[src/rtl/lsu_mem_initiator_pkg.sv]
// Shared definitions for the load/store memory initiator: access size codes,
// FSM states and small decode helpers.
package lsu_mem_pkg;

    localparam logic [2:0] CTRL_B  = 3'b000;
    localparam logic [2:0] CTRL_H  = 3'b001;
    localparam logic [2:0] CTRL_W  = 3'b010;
    localparam logic [2:0] CTRL_BU = 3'b100;
    localparam logic [2:0] CTRL_HU = 3'b101;

    typedef enum logic [2:0] {
        ST_IDLE,
        ST_BEAT0,
        ST_BEAT1,
        ST_WAIT,
        ST_RESP
    } lsu_state_e;

    // Access size in bytes; 0 marks an unknown code.
    function automatic logic [2:0] size_from_ctrl(input logic [2:0] ctrl);
        case (ctrl)
            CTRL_B, CTRL_BU: return 3'd1;
            CTRL_H, CTRL_HU: return 3'd2;
            CTRL_W:          return 3'd4;
            default:         return 3'd0;
        endcase
    endfunction

    function automatic logic ctrl_legal(input logic [2:0] ctrl, input logic we);
        case (ctrl)
            CTRL_B, CTRL_H, CTRL_W: return 1'b1;
            CTRL_BU, CTRL_HU:       return !we;
            default:                return 1'b0;
        endcase
    endfunction

endpackage

[src/rtl/lsu_mem_initiator_if.sv]
// Request/response handshake and byte-lane memory bus of the initiator.
interface lsu_mem_initiator_if #(
    parameter int ADDR_W = 9
);
    logic              req_valid;
    logic              req_ready;
    logic              req_we;
    logic [2:0]        req_ctrl;
    logic [31:0]       req_addr;
    logic [31:0]       req_wdata;
    logic              resp_valid;
    logic [31:0]       resp_rdata;
    logic              resp_err;
    logic              mem_en;
    logic              mem_we;
    logic [3:0]        mem_be;
    logic [ADDR_W-1:0] mem_addr;
    logic [31:0]       mem_wdata;
    logic [31:0]       mem_rdata;

    modport master (
        input  req_valid, req_we, req_ctrl, req_addr, req_wdata, mem_rdata,
        output req_ready, resp_valid, resp_rdata, resp_err,
               mem_en, mem_we, mem_be, mem_addr, mem_wdata
    );

    modport slave (
        output req_valid, req_we, req_ctrl, req_addr, req_wdata, mem_rdata,
        input  req_ready, resp_valid, resp_rdata, resp_err,
               mem_en, mem_we, mem_be, mem_addr, mem_wdata
    );
endinterface

[src/rtl/lsu_lane_align.sv]
// Combinational lane logic: byte enables and write-data placement per beat,
// read-word merge/shift and sign/zero extension.
module lsu_lane_align
    import lsu_mem_pkg::*;
(
    input  logic [1:0]  offset_i,
    input  logic [2:0]  ctrl_i,
    input  logic        beat1_i,
    input  logic [31:0] wdata_i,
    input  logic        split_load_i,
    input  logic [31:0] rdata_lo_i,
    input  logic [31:0] rdata_hi_i,
    output logic        split_o,
    output logic [3:0]  be_o,
    output logic [31:0] wdata_o,
    output logic [31:0] rdata_o
);
    logic [2:0]  size;
    logic [2:0]  reach;
    logic [7:0]  mask8;
    logic [7:0]  mask_sh;
    logic [63:0] wd64;
    logic [31:0] rd_sh;

    always_comb begin
        size    = size_from_ctrl(ctrl_i);
        reach   = {1'b0, offset_i} + size;
        split_o = reach > 3'd4;

        // Lanes past byte 3 spill into the next word, i.e. the second beat.
        mask8   = (8'd1 << size) - 8'd1;
        mask_sh = mask8 << offset_i;
        be_o    = beat1_i ? mask_sh[7:4] : mask_sh[3:0];

        wd64    = {32'h0, wdata_i} << {offset_i, 3'b000};
        wdata_o = beat1_i ? wd64[63:32] : wd64[31:0];

        rd_sh   = 32'({(split_load_i ? rdata_hi_i : 32'h0), rdata_lo_i} >> {offset_i, 3'b000});

        case (ctrl_i)
            CTRL_B:  rdata_o = {{24{rd_sh[7]}}, rd_sh[7:0]};
            CTRL_H:  rdata_o = {{16{rd_sh[15]}}, rd_sh[15:0]};
            CTRL_W:  rdata_o = rd_sh;
            CTRL_BU: rdata_o = {24'h0, rd_sh[7:0]};
            CTRL_HU: rdata_o = {16'h0, rd_sh[15:0]};
            default: rdata_o = 32'h0;
        endcase
    end
endmodule

[src/rtl/lsu_mem_initiator.sv]
// Load/store initiator: one request at a time, drives a word-indexed byte-lane
// RAM with 1-cycle read latency, splitting misaligned accesses into two beats.
module lsu_mem_initiator
    import lsu_mem_pkg::*;
#(
    parameter int ADDR_W           = 9,
    parameter bit ALLOW_MISALIGNED = 1'b1
) (
    input logic               clk,
    input logic               rst,
    lsu_mem_initiator_if.master bus
);
    lsu_state_e        state_q, state_d;
    logic              we_q, we_d;
    logic [2:0]        ctrl_q, ctrl_d;
    logic [1:0]        off_q, off_d;
    logic [ADDR_W-1:0] w0_q, w0_d;
    logic [31:0]       wdata_q, wdata_d;
    logic              split_q, split_d;
    logic [31:0]       rdata0_q, rdata0_d;

    logic              mem_en_q, mem_en_d;
    logic              mem_we_q, mem_we_d;
    logic [3:0]        mem_be_q, mem_be_d;
    logic [ADDR_W-1:0] mem_addr_q, mem_addr_d;
    logic [31:0]       mem_wdata_q, mem_wdata_d;
    logic              resp_valid_q, resp_valid_d;
    logic              resp_err_q, resp_err_d;
    logic [31:0]       resp_rdata_q, resp_rdata_d;

    logic              idle;
    logic [1:0]        al_off;
    logic [2:0]        al_ctrl;
    logic [31:0]       al_wdata_in;
    logic              al_split;
    logic [3:0]        al_be;
    logic [31:0]       al_wdata;
    logic [31:0]       al_rdata;

    // In IDLE the aligner sees the live request so beat 0 is ready at accept.
    assign idle        = (state_q == ST_IDLE);
    assign al_off      = idle ? bus.req_addr[1:0] : off_q;
    assign al_ctrl     = idle ? bus.req_ctrl      : ctrl_q;
    assign al_wdata_in = idle ? bus.req_wdata     : wdata_q;

    lsu_lane_align u_align (
        .offset_i     (al_off),
        .ctrl_i       (al_ctrl),
        .beat1_i      (state_q == ST_BEAT0),
        .wdata_i      (al_wdata_in),
        .split_load_i (split_q),
        .rdata_lo_i   (split_q ? rdata0_q : bus.mem_rdata),
        .rdata_hi_i   (bus.mem_rdata),
        .split_o      (al_split),
        .be_o         (al_be),
        .wdata_o      (al_wdata),
        .rdata_o      (al_rdata)
    );

    always_comb begin
        state_d      = state_q;
        we_d         = we_q;
        ctrl_d       = ctrl_q;
        off_d        = off_q;
        w0_d         = w0_q;
        wdata_d      = wdata_q;
        split_d      = split_q;
        rdata0_d     = rdata0_q;
        mem_en_d     = 1'b0;
        mem_we_d     = 1'b0;
        mem_be_d     = 4'b0000;
        mem_addr_d   = mem_addr_q;
        mem_wdata_d  = mem_wdata_q;
        resp_valid_d = 1'b0;
        resp_err_d   = 1'b0;
        resp_rdata_d = 32'h0;

        case (state_q)
            ST_IDLE: begin
                if (bus.req_valid) begin
                    we_d    = bus.req_we;
                    ctrl_d  = bus.req_ctrl;
                    off_d   = bus.req_addr[1:0];
                    w0_d    = bus.req_addr[ADDR_W+1:2];
                    wdata_d = bus.req_wdata;
                    split_d = al_split;
                    if (!ctrl_legal(bus.req_ctrl, bus.req_we) ||
                        (al_split && !ALLOW_MISALIGNED)) begin
                        state_d      = ST_RESP;
                        resp_valid_d = 1'b1;
                        resp_err_d   = 1'b1;
                    end else begin
                        state_d    = ST_BEAT0;
                        mem_en_d   = 1'b1;
                        mem_we_d   = bus.req_we;
                        mem_be_d   = bus.req_we ? al_be : 4'b0000;
                        mem_addr_d = bus.req_addr[ADDR_W+1:2];
                        if (bus.req_we) mem_wdata_d = al_wdata;
                    end
                end
            end
            ST_BEAT0: begin
                if (split_q) begin
                    state_d    = ST_BEAT1;
                    mem_en_d   = 1'b1;
                    mem_we_d   = we_q;
                    mem_be_d   = we_q ? al_be : 4'b0000;
                    mem_addr_d = w0_q + ADDR_W'(1);
                    if (we_q) mem_wdata_d = al_wdata;
                end else if (we_q) begin
                    state_d      = ST_RESP;
                    resp_valid_d = 1'b1;
                end else begin
                    state_d = ST_WAIT;
                end
            end
            ST_BEAT1: begin
                rdata0_d = bus.mem_rdata;
                if (we_q) begin
                    state_d      = ST_RESP;
                    resp_valid_d = 1'b1;
                end else begin
                    state_d = ST_WAIT;
                end
            end
            ST_WAIT: begin
                state_d      = ST_RESP;
                resp_valid_d = 1'b1;
                resp_rdata_d = al_rdata;
            end
            ST_RESP: state_d = ST_IDLE;
            default: state_d = ST_IDLE;
        endcase
    end

    always_ff @(posedge clk) begin
        if (rst) begin
            state_q      <= ST_IDLE;
            we_q         <= 1'b0;
            ctrl_q       <= 3'b000;
            off_q        <= 2'b00;
            w0_q         <= '0;
            wdata_q      <= 32'h0;
            split_q      <= 1'b0;
            rdata0_q     <= 32'h0;
            mem_en_q     <= 1'b0;
            mem_we_q     <= 1'b0;
            mem_be_q     <= 4'b0000;
            mem_addr_q   <= '0;
            mem_wdata_q  <= 32'h0;
            resp_valid_q <= 1'b0;
            resp_err_q   <= 1'b0;
            resp_rdata_q <= 32'h0;
        end else begin
            state_q      <= state_d;
            we_q         <= we_d;
            ctrl_q       <= ctrl_d;
            off_q        <= off_d;
            w0_q         <= w0_d;
            wdata_q      <= wdata_d;
            split_q      <= split_d;
            rdata0_q     <= rdata0_d;
            mem_en_q     <= mem_en_d;
            mem_we_q     <= mem_we_d;
            mem_be_q     <= mem_be_d;
            mem_addr_q   <= mem_addr_d;
            mem_wdata_q  <= mem_wdata_d;
            resp_valid_q <= resp_valid_d;
            resp_err_q   <= resp_err_d;
            resp_rdata_q <= resp_rdata_d;
        end
    end

    assign bus.req_ready  = idle;
    assign bus.mem_en     = mem_en_q;
    assign bus.mem_we     = mem_we_q;
    assign bus.mem_be     = mem_be_q;
    assign bus.mem_addr   = mem_addr_q;
    assign bus.mem_wdata  = mem_wdata_q;
    assign bus.resp_valid = resp_valid_q;
    assign bus.resp_err   = resp_err_q;
    assign bus.resp_rdata = resp_rdata_q;
endmodule

[src/flat_wrapper.sv]
// flat-port wrapper written by rule: the top's interface ports become plain ports
module lsu_mem_initiator_flat import lsu_mem_pkg::*;
#(
    parameter int ADDR_W           = 9,
    parameter bit ALLOW_MISALIGNED = 1'b1
)
  (clk, rst, bus_req_valid, bus_req_we, bus_req_ctrl, bus_req_addr, bus_req_wdata, bus_mem_rdata, bus_req_ready, bus_resp_valid, bus_resp_rdata, bus_resp_err, bus_mem_en, bus_mem_we, bus_mem_be, bus_mem_addr, bus_mem_wdata);
  lsu_mem_initiator_if #(.ADDR_W(ADDR_W)) bus_i ();
  input logic clk;
  input logic rst;
  input wire logic [$bits(bus_i.req_valid)-1:0] bus_req_valid;
  input wire logic [$bits(bus_i.req_we)-1:0] bus_req_we;
  input wire logic [$bits(bus_i.req_ctrl)-1:0] bus_req_ctrl;
  input wire logic [$bits(bus_i.req_addr)-1:0] bus_req_addr;
  input wire logic [$bits(bus_i.req_wdata)-1:0] bus_req_wdata;
  input wire logic [$bits(bus_i.mem_rdata)-1:0] bus_mem_rdata;
  output wire logic [$bits(bus_i.req_ready)-1:0] bus_req_ready;
  output wire logic [$bits(bus_i.resp_valid)-1:0] bus_resp_valid;
  output wire logic [$bits(bus_i.resp_rdata)-1:0] bus_resp_rdata;
  output wire logic [$bits(bus_i.resp_err)-1:0] bus_resp_err;
  output wire logic [$bits(bus_i.mem_en)-1:0] bus_mem_en;
  output wire logic [$bits(bus_i.mem_we)-1:0] bus_mem_we;
  output wire logic [$bits(bus_i.mem_be)-1:0] bus_mem_be;
  output wire logic [$bits(bus_i.mem_addr)-1:0] bus_mem_addr;
  output wire logic [$bits(bus_i.mem_wdata)-1:0] bus_mem_wdata;
  assign bus_i.req_valid = bus_req_valid;
  assign bus_i.req_we = bus_req_we;
  assign bus_i.req_ctrl = bus_req_ctrl;
  assign bus_i.req_addr = bus_req_addr;
  assign bus_i.req_wdata = bus_req_wdata;
  assign bus_i.mem_rdata = bus_mem_rdata;
  assign bus_req_ready = bus_i.req_ready;
  assign bus_resp_valid = bus_i.resp_valid;
  assign bus_resp_rdata = bus_i.resp_rdata;
  assign bus_resp_err = bus_i.resp_err;
  assign bus_mem_en = bus_i.mem_en;
  assign bus_mem_we = bus_i.mem_we;
  assign bus_mem_be = bus_i.mem_be;
  assign bus_mem_addr = bus_i.mem_addr;
  assign bus_mem_wdata = bus_i.mem_wdata;
  lsu_mem_initiator #(.ADDR_W(ADDR_W), .ALLOW_MISALIGNED(ALLOW_MISALIGNED)) u_core (.clk(clk), .rst(rst), .bus(bus_i));
endmodule
[config.mk]
export PLATFORM = sky130hd
export DESIGN_NAME = lsu_mem_initiator_flat
export DESIGN_NICKNAME = d
export VERILOG_FILES = /design/src/rtl/lsu_mem_initiator_pkg.sv /design/src/rtl/lsu_mem_initiator_if.sv /design/src/rtl/lsu_lane_align.sv /design/src/rtl/lsu_mem_initiator.sv /design/src/flat_wrapper.sv
export SDC_FILE = /design/constraint.sdc
export NUM_CORES = 1
export LEC_CHECK = 0
export CORE_UTILIZATION = 25
export CTS_CLUSTER_SIZE = 16
export DETAILED_ROUTE_END_ITERATION = 12
export PLACE_DENSITY_LB_ADDON = 0.12
export SYNTH_ARGS = -nofsm -noshare
export SYNTH_HDL_FRONTEND = slang
export SYNTH_HIERARCHICAL = 1
export SYNTH_SLANG_ARGS = --single-unit
[constraint.sdc]
create_clock -name clk -period 3.4 [get_ports clk]
set_input_delay 0.51 -clock clk [delete_from_list [all_inputs] [get_ports clk]]
set_output_delay 0.51 -clock clk [all_outputs]
set_load 0.1 [all_outputs]
==> results of run 1 <==
## synth_stat cells, types with 4 or more instances
| library cell | count | area (µm²) |
|---|---|---|
| nand2_1 | 407 | 1528 |
| dfxtp_1 | 164 | 3283 |
| a21oi_1 | 125 | 625.6 |
| mux2i_1 | 55 | 550.5 |
| clkbuf_1 | 49 | 183.9 |
| and2_1 | 40 | 250.2 |
| mux2_2 | 39 | 439.2 |
| o21ai_0 | 31 | 155.2 |
| buf_2 | 30 | 150.1 |
| o22ai_1 | 19 | 118.9 |
| nor2_1 | 18 | 67.56 |
| a211oi_1 | 14 | 105.1 |
| and3_1 | 11 | 68.82 |
| nor2b_1 | 9 | 56.30 |
| a22o_1 | 8 | 70.07 |
| a22oi_1 | 8 | 60.06 |
| o22a_1 | 8 | 70.07 |
| xnor2_1 | 6 | 52.55 |
| a211o_1 | 5 | 43.79 |
| buf_1 | 5 | 18.77 |
| nor3_1 | 5 | 25.02 |
| xor2_1 | 5 | 43.79 |
| buf_4 | 4 | 30.03 |
| inv_1 | 4 | 15.01 |
| nand3_1 | 4 | 20.02 |
| o21a_1 | 4 | 30.03 |
| o21ai_2 | 4 | 35.03 |
## worst reg2reg max path: stages, from the launching register on
cell	delay (ns)
dfxtp_1	0.49
or3_1	0.37
inv_2	0.12
nand2_1	0.08
nand2_1	0.24
or2_2	0.41
ha_1	0.33
mux2_2	0.28
o32ai_1	0.23
o21bai_1	0.14
and2_1	0.13
## where the power goes
part | leakage [nW] | total [mW] | switching [mW] | internal [mW]
sequential | 1.33 | 2.26 | 0.126 | 2.13
combinational | 2.57 | 3.99 | 2.63 | 1.36
clock | 0.285 | 1.94 | 0.883 | 1.06
total | 4.19 | 8.19 | 3.64 | 4.55
## flip-flops by register name, summed over array words and instances (netlist names)
| register | flops |
|---|---|
| u_core/bus.mem_be | 4 |
| u_core/state_q | 3 |
| u_core/bus.resp_err | 1 |
| u_core/split_q | 1 |
| u_core/rdata0_q | 32 |
| u_core/w0_q | 9 |
| u_core/bus.mem_we | 1 |
| u_core/bus.mem_en | 1 |
| u_core/bus.resp_valid | 1 |
| u_core/bus.mem_wdata | 32 |
| u_core/we_q | 1 |
| u_core/bus.resp_rdata | 32 |
| u_core/off_q | 2 |
| u_core/ctrl_q | 3 |
| u_core/wdata_q | 32 |
| u_core/bus.mem_addr | 9 |
## worst paths after layout
path / startpoint / endpoint / slack (ns) / cells after the start
worst max register to register: u_core/state_q[1]$_SDFFE_PP0P_ / u_core/bus.mem_be[3]$_SDFF_PP0_ / 0.53 / 10
worst min register to register: u_core/rdata0_q[30]$_SDFFE_PP0N_ / u_core/rdata0_q[30]$_SDFFE_PP0N_ / 0.45 / 2
worst max-delay path: u_core/state_q[1]$_SDFFE_PP0P_ / u_core/bus.mem_be[3]$_SDFF_PP0_ / 0.53 / 10
worst min-delay path: u_core/rdata0_q[30]$_SDFFE_PP0N_ / u_core/rdata0_q[30]$_SDFFE_PP0N_ / 0.45 / 2
## metal layers
| layer | routed length (µm) | track usage [%] |
|---|---|---|
| met5 | 0 | 0 |
| met4 | 445 | 4.918 |
| met3 | 1032 | 3.058 |
| met2 | 15360 | 31.14 |
| met1 | 12660 | 20.17 |
## area by class of cell
type / count / area [µm²]
clock buffers: 19 / 452.9
clock inverters: 13 / 122.6
fillers: 3608 / 22480
inverters: 7 / 26.28
multi-input cells: 868 / 4860
flip-flops and latches: 164 / 3283
well taps: 448 / 560.5
repair buffers: 187 / 1829
## layout by cell type (no fill, tap or decap), types with 19 or more instances in the layout
master	netlist	routed
a21oi_1	125	125
and2_1	40	40
buf_4	4	25
clkdlybuf4s50_1	0	160
dfxtp_1	164	164
mux2_2	39	39
mux2i_1	55	55
nand2_1	407	405
o21ai_0	31	31
o22ai_1	19	19
## kinds of logic after synthesis
| family | Yosys count | share of synthesized area (%) |
|---|---|---|
| fa+ha+maj | 3 | 0.4389 |
| flops | 164 | 38.39 |
| buf+inv | 97 | 5.047 |
| mux | 97 | 12.36 |
| compound gates | 244 | 17.17 |
| xor+xnor | 11 | 1.126 |
| simple gates | 513 | 25.47 |
==> results.yml, run 1 <==
synthesis:
  synth_area_um2: 8553
  synth-edff-count: 0
  synth-seq-area-share_pct: 38.39
  ys_warn_count: 6
  ys_types: 59
  async_reset_ff_share_pct: 0
  netlist_instances: 1129
  ys.flop_type: "dfxtp_1"
  syn_nets: 1235
  syn_area_per_cell_um2: 7.576
  synth-seq-cells: 164
cells_and_area:
  final_cell_area_um2: 11130
  instances_no_fill: 1706
  fin_util_pct: 33.12
  drive_gt1_share_pct: 9.459
  layout.nets: 1351
  diodes: 0
  syn_to_final_growth_pct: 30.18
critical_path:
  crit_type: "register to register"
  required_ns: 3.79
  crit_fanout: 12
  path_delay_family: "simple AND/OR/NAND/NOR gates"
  path_cells: "or3_1, inv_2, nand2_1, nand2_1, or2_2, ha_1, mux2_2, o32ai_1, o21bai_1, and2_1"
  max_stage_delay_ns: 0.49
  end_kind: "register"
  cp_data_arrival_time_ns: 3.25
  slowest_stage: "dfxtp_1"
  cp-start-kind: "register"
  cp.buffers_inverters: 1
  cpMostUsedCell: "nand2_1"
clock_network:
  cts-root-buf: "clkbuf_16"
  path_clk_slew_ns: 0.07
  hold_buffers: 0
  h-tree-depth: 4
  postCtsSetupRepairBufs: 0
  cts_tree: "yes"
  clkLatencyLatePin_ns: 0.45
  cts_resized: 0
  cts_buffer_depth: 2
  cts-buffers-inserted: 17
  clkSinkCount: 164
sta:
  fin_setup_tns_ns: 0
  worst-slew-pin-transition_ns: 1.031
  period_minus_slack_ns: 2.866
  finalCritPeriodShare_pct: 84.29
  fin_ws_ns: 0.5342
  final-hold-violation-count: 0
  hold_ws_ns: 0.4522
  maxSlewViolCount: 0
  fmax_mhz: 348.9
  rsz0062_at_grt: "no"
  max_slew_margin_pct: 31.04
  setup_viol: 0
  finalClockSkew_ns: 0.01304
pwr:
  peakVddDrop_mv: 0.3039
  p_per_area_nw_per_um2: 735.8
  p_leak_nw: 4.192
  finalPower_mw: 8.192
grt:
  grt_pass1_vias: 7910
  grt_pass1_wl_um: 45820
  antenna_found_initial: 0
  grt_use_total_pct: 17.04
  grt_max_degree: 90
  grt_overflow: 0
floorplanning:
  fp.dieW_um: 187.0
  core_area_um2: 33620
  dieArea_um2: 34960
  initial_utilization_pct: 25.44
  io_pins: 185
  rows: 67
  fp.dieH_um: 187.0
place:
  placedCellCount: 1674
  dp_hpwl_um: 20790
  placed_area_um2: 10560
  gp_congestion: 0.8299
  port_buffers: 163
  place_ws_ns: 0.4685
job:
  cap_violations: 0
status:
  outcome: "finished, final reports clean"
routing:
  avgRoutedWirePerCell_um: 17.29
  routed_wirelength_um: 29500
  first_iter_violations: 384
  num_vias: 8014
  detail-route-antenna-nets: 0
  firstDrtPassIters: 5
  drc: 0
  vias_per_cell: 4.698
worst_hold_path:
  min_path_type: "register to register"
No activity file was read; power rests on OpenSTA's default activity.
==> inputs of run 2 (changes only) <==
==> constraint.sdc (replaced) <==
create_clock -name clk -period 2.8 [get_ports clk]
set_input_delay 0.42 -clock clk [delete_from_list [all_inputs] [get_ports clk]]
set_output_delay 0.42 -clock clk [all_outputs]
set_load 0.1 [all_outputs]
==> run 2 against run 1 <==
Combinational power grew 25%. Sequential share of layout area increased by 0.11 points. Non-clock buffer count grew 19. Critical path type unchanged. Largest cell class unchanged.
==> results.yml, run 2 (synthesis gave the netlist of run 1 again) <==
critical_path:
  crit_type: "register to register"
  crit_fanout: 12
  cp-start-kind: "register"
  cp-startpoint: "u_core/state_q[1]$_SDFFE_PP0P_"
  end_kind: "register"
  r2r_start: "u_core/state_q[1]$_SDFFE_PP0P_"
  required_ns: 3.14
  cp_data_arrival_time_ns: 2.83
sta:
  fmax_mhz: 401.1
  max_slew_margin_pct: 64.53
  rsz0062_at_grt: "no"
  hold_ws_ns: 0.4522
  maxSlewViolCount: 0
  worst-slew-pin-transition_ns: 0.5320
  final-hold-violation-count: 0
  finalClockSkew_ns: 0.01166
  finalCritPeriodShare_pct: 89.04
  period_minus_slack_ns: 2.493
  setup_viol: 0
floorplanning:
  io_pins: 185
  dieArea_um2: 34960
  core_area_um2: 33620
  rows: 67
  initial_utilization_pct: 25.44
  fp.dieW_um: 187.0
  fp.dieH_um: 187.0
clock_network:
  path_clk_slew_ns: 0.07
  cts_tree: "yes"
  clkLatencyLatePin_ns: 0.44
  cts_buffer_depth: 2
  clkSinkCount: 164
  cts-root-buf: "clkbuf_16"
  hold_buffers: 0
  h-tree-depth: 4
  cts-buffers-inserted: 17
grt:
  grt_use_total_pct: 17.17
  grt_overflow: 0
  grt_pass1_wl_um: 46410
  antenna_found_initial: 1
  grt_pass1_vias: 8097
  grt_max_degree: 41
routing:
  num_vias: 8083
  avgRoutedWirePerCell_um: 17.21
  firstDrtPassIters: 5
  routed_wirelength_um: 29710
  vias_per_cell: 4.683
  drc: 0
  detail-route-antenna-nets: 0
  first_iter_violations: 430
pwr:
  p_leak_nw: 4.429
  peakVddDrop_mv: 0.4465
  p_per_area_nw_per_um2: 904.2
job:
  cap_violations: 0
cells_and_area:
  nFillCells: 3598
  instances_no_fill: 1726
  final_cell_mix: "nand2_1 (404), dfxtp_1 (164), a21oi_1 (125)"
  multiInputGateArea_um2: 4875
  syn_to_final_growth_pct: 29.70
  drive_gt1_share_pct: 17.31
  final_cell_area_um2: 11090
  final_common_cell: "nand2_1"
  ff_latch_area_um2: 3283
  layout.nets: 1370
worst_hold_path:
  min_path_type: "register to register"
  worstHoldStart: "u_core/rdata0_q[30]$_SDFFE_PP0N_"
place:
  gp_congestion: 0.8352
  placed_area_um2: 10490
  placedCellCount: 1692
  dp_hpwl_um: 21180
  port_buffers: 163
status:
  outcome: "finished, final reports clean"
## run 2: cell types whose count changed in the layout (fill, tap and decap cells not counted), moves of 2 or more
cell,previous run,this run
clkbuf_8,2,0
clkinvlp_4,1,4
clkbuf_1,0,2
clkdlybuf4s50_1,160,80
inv_6,5,2
buf_4,25,122
## run 2: cell type report
| class | count | share of cell area [%] |
|---|---|---|
| timing repair buffer | 206 | 16.12 |
| sequential | 164 | 29.60 |
| antenna | 1 | 0.02256 |
| inverter | 7 | 0.2369 |
| clock buffer | 19 | 3.903 |
| clock inverter | 13 | 1.128 |
| multi-input combinational | 868 | 43.94 |
| tap | 448 | 5.053 |
## run 2: worst paths after layout
path | to | slack, ns | cells after the start
hold / removal | u_core/rdata0_q[30]$_SDFFE_PP0N_ | 0.45 | 2
hold reg to reg | u_core/rdata0_q[30]$_SDFFE_PP0N_ | 0.45 | 2
setup reg to reg | u_core/bus.mem_be[2]$_SDFF_PP0_ | 0.31 | 9
setup / recovery | u_core/bus.mem_be[2]$_SDFF_PP0_ | 0.31 | 9
## run 2: layer usage
metal,up-vias,global-route usage (%),part of all wire [%]
li1,4082,-,-
met1,3828,20.49,43
met2,149,31.13,52
met3,24,2.777,3.1
met4,0,5.580,1.7
met5,-,0,0
## run 2: worst max-delay path, cell delays in order (launching register included)
cell      delay, ns
dfxtp_1        0.32
buf_4          0.16
inv_1          0.17
nand3b_1       0.26
inv_1          0.43
inv_1          0.29
o31ai_1        0.28
a21oi_1        0.11
a211o_1        0.24
and2_1         0.14
## run 2: timing repair
action	4_1_cts	5_1_grt
setup buffers	1	0
pin swaps	0	0
endpoints found under the setup margin	5	23
gates resized for setup	0	6
hold endpoints to repair	0	0
## run 2: where the power goes
part | switching [mW] | total [mW] | internal [mW]
Clock | 1.06 | 2.30 | 1.24
Sequential | 0.146 | 2.74 | 2.59
Combinational | 3.24 | 4.99 | 1.76
## run 2: stage by stage
stage                     worst slack (ns)  utilization, %  TNS (ns)  total power, mW
after global placement            -0.03479           31.22   -0.1371            7.777
after global routing               0.04402           33.00         0            10.72
after detailed placement          -0.01741           31.22  -0.04487            7.794
final                               0.3069           33.00         0            10.03
after CTS                           0.1181           32.94         0            10.16
after floorplan                   0.004223               -         0            6.383
==> inputs of run 3 (changes only) <==
--- a/config.mk
+++ b/config.mk
@@ -8,6 +8,7 @@
 export CORE_UTILIZATION = 25
 export CTS_CLUSTER_SIZE = 16
 export DETAILED_ROUTE_END_ITERATION = 12
+export GPL_TIMING_DRIVEN = 1
 export PLACE_DENSITY_LB_ADDON = 0.12
 export SYNTH_ARGS = -nofsm -noshare
 export SYNTH_HDL_FRONTEND = slang
==> results of run 3 <==
No change in the layout: final DEF, timing and power equal those of run 2.
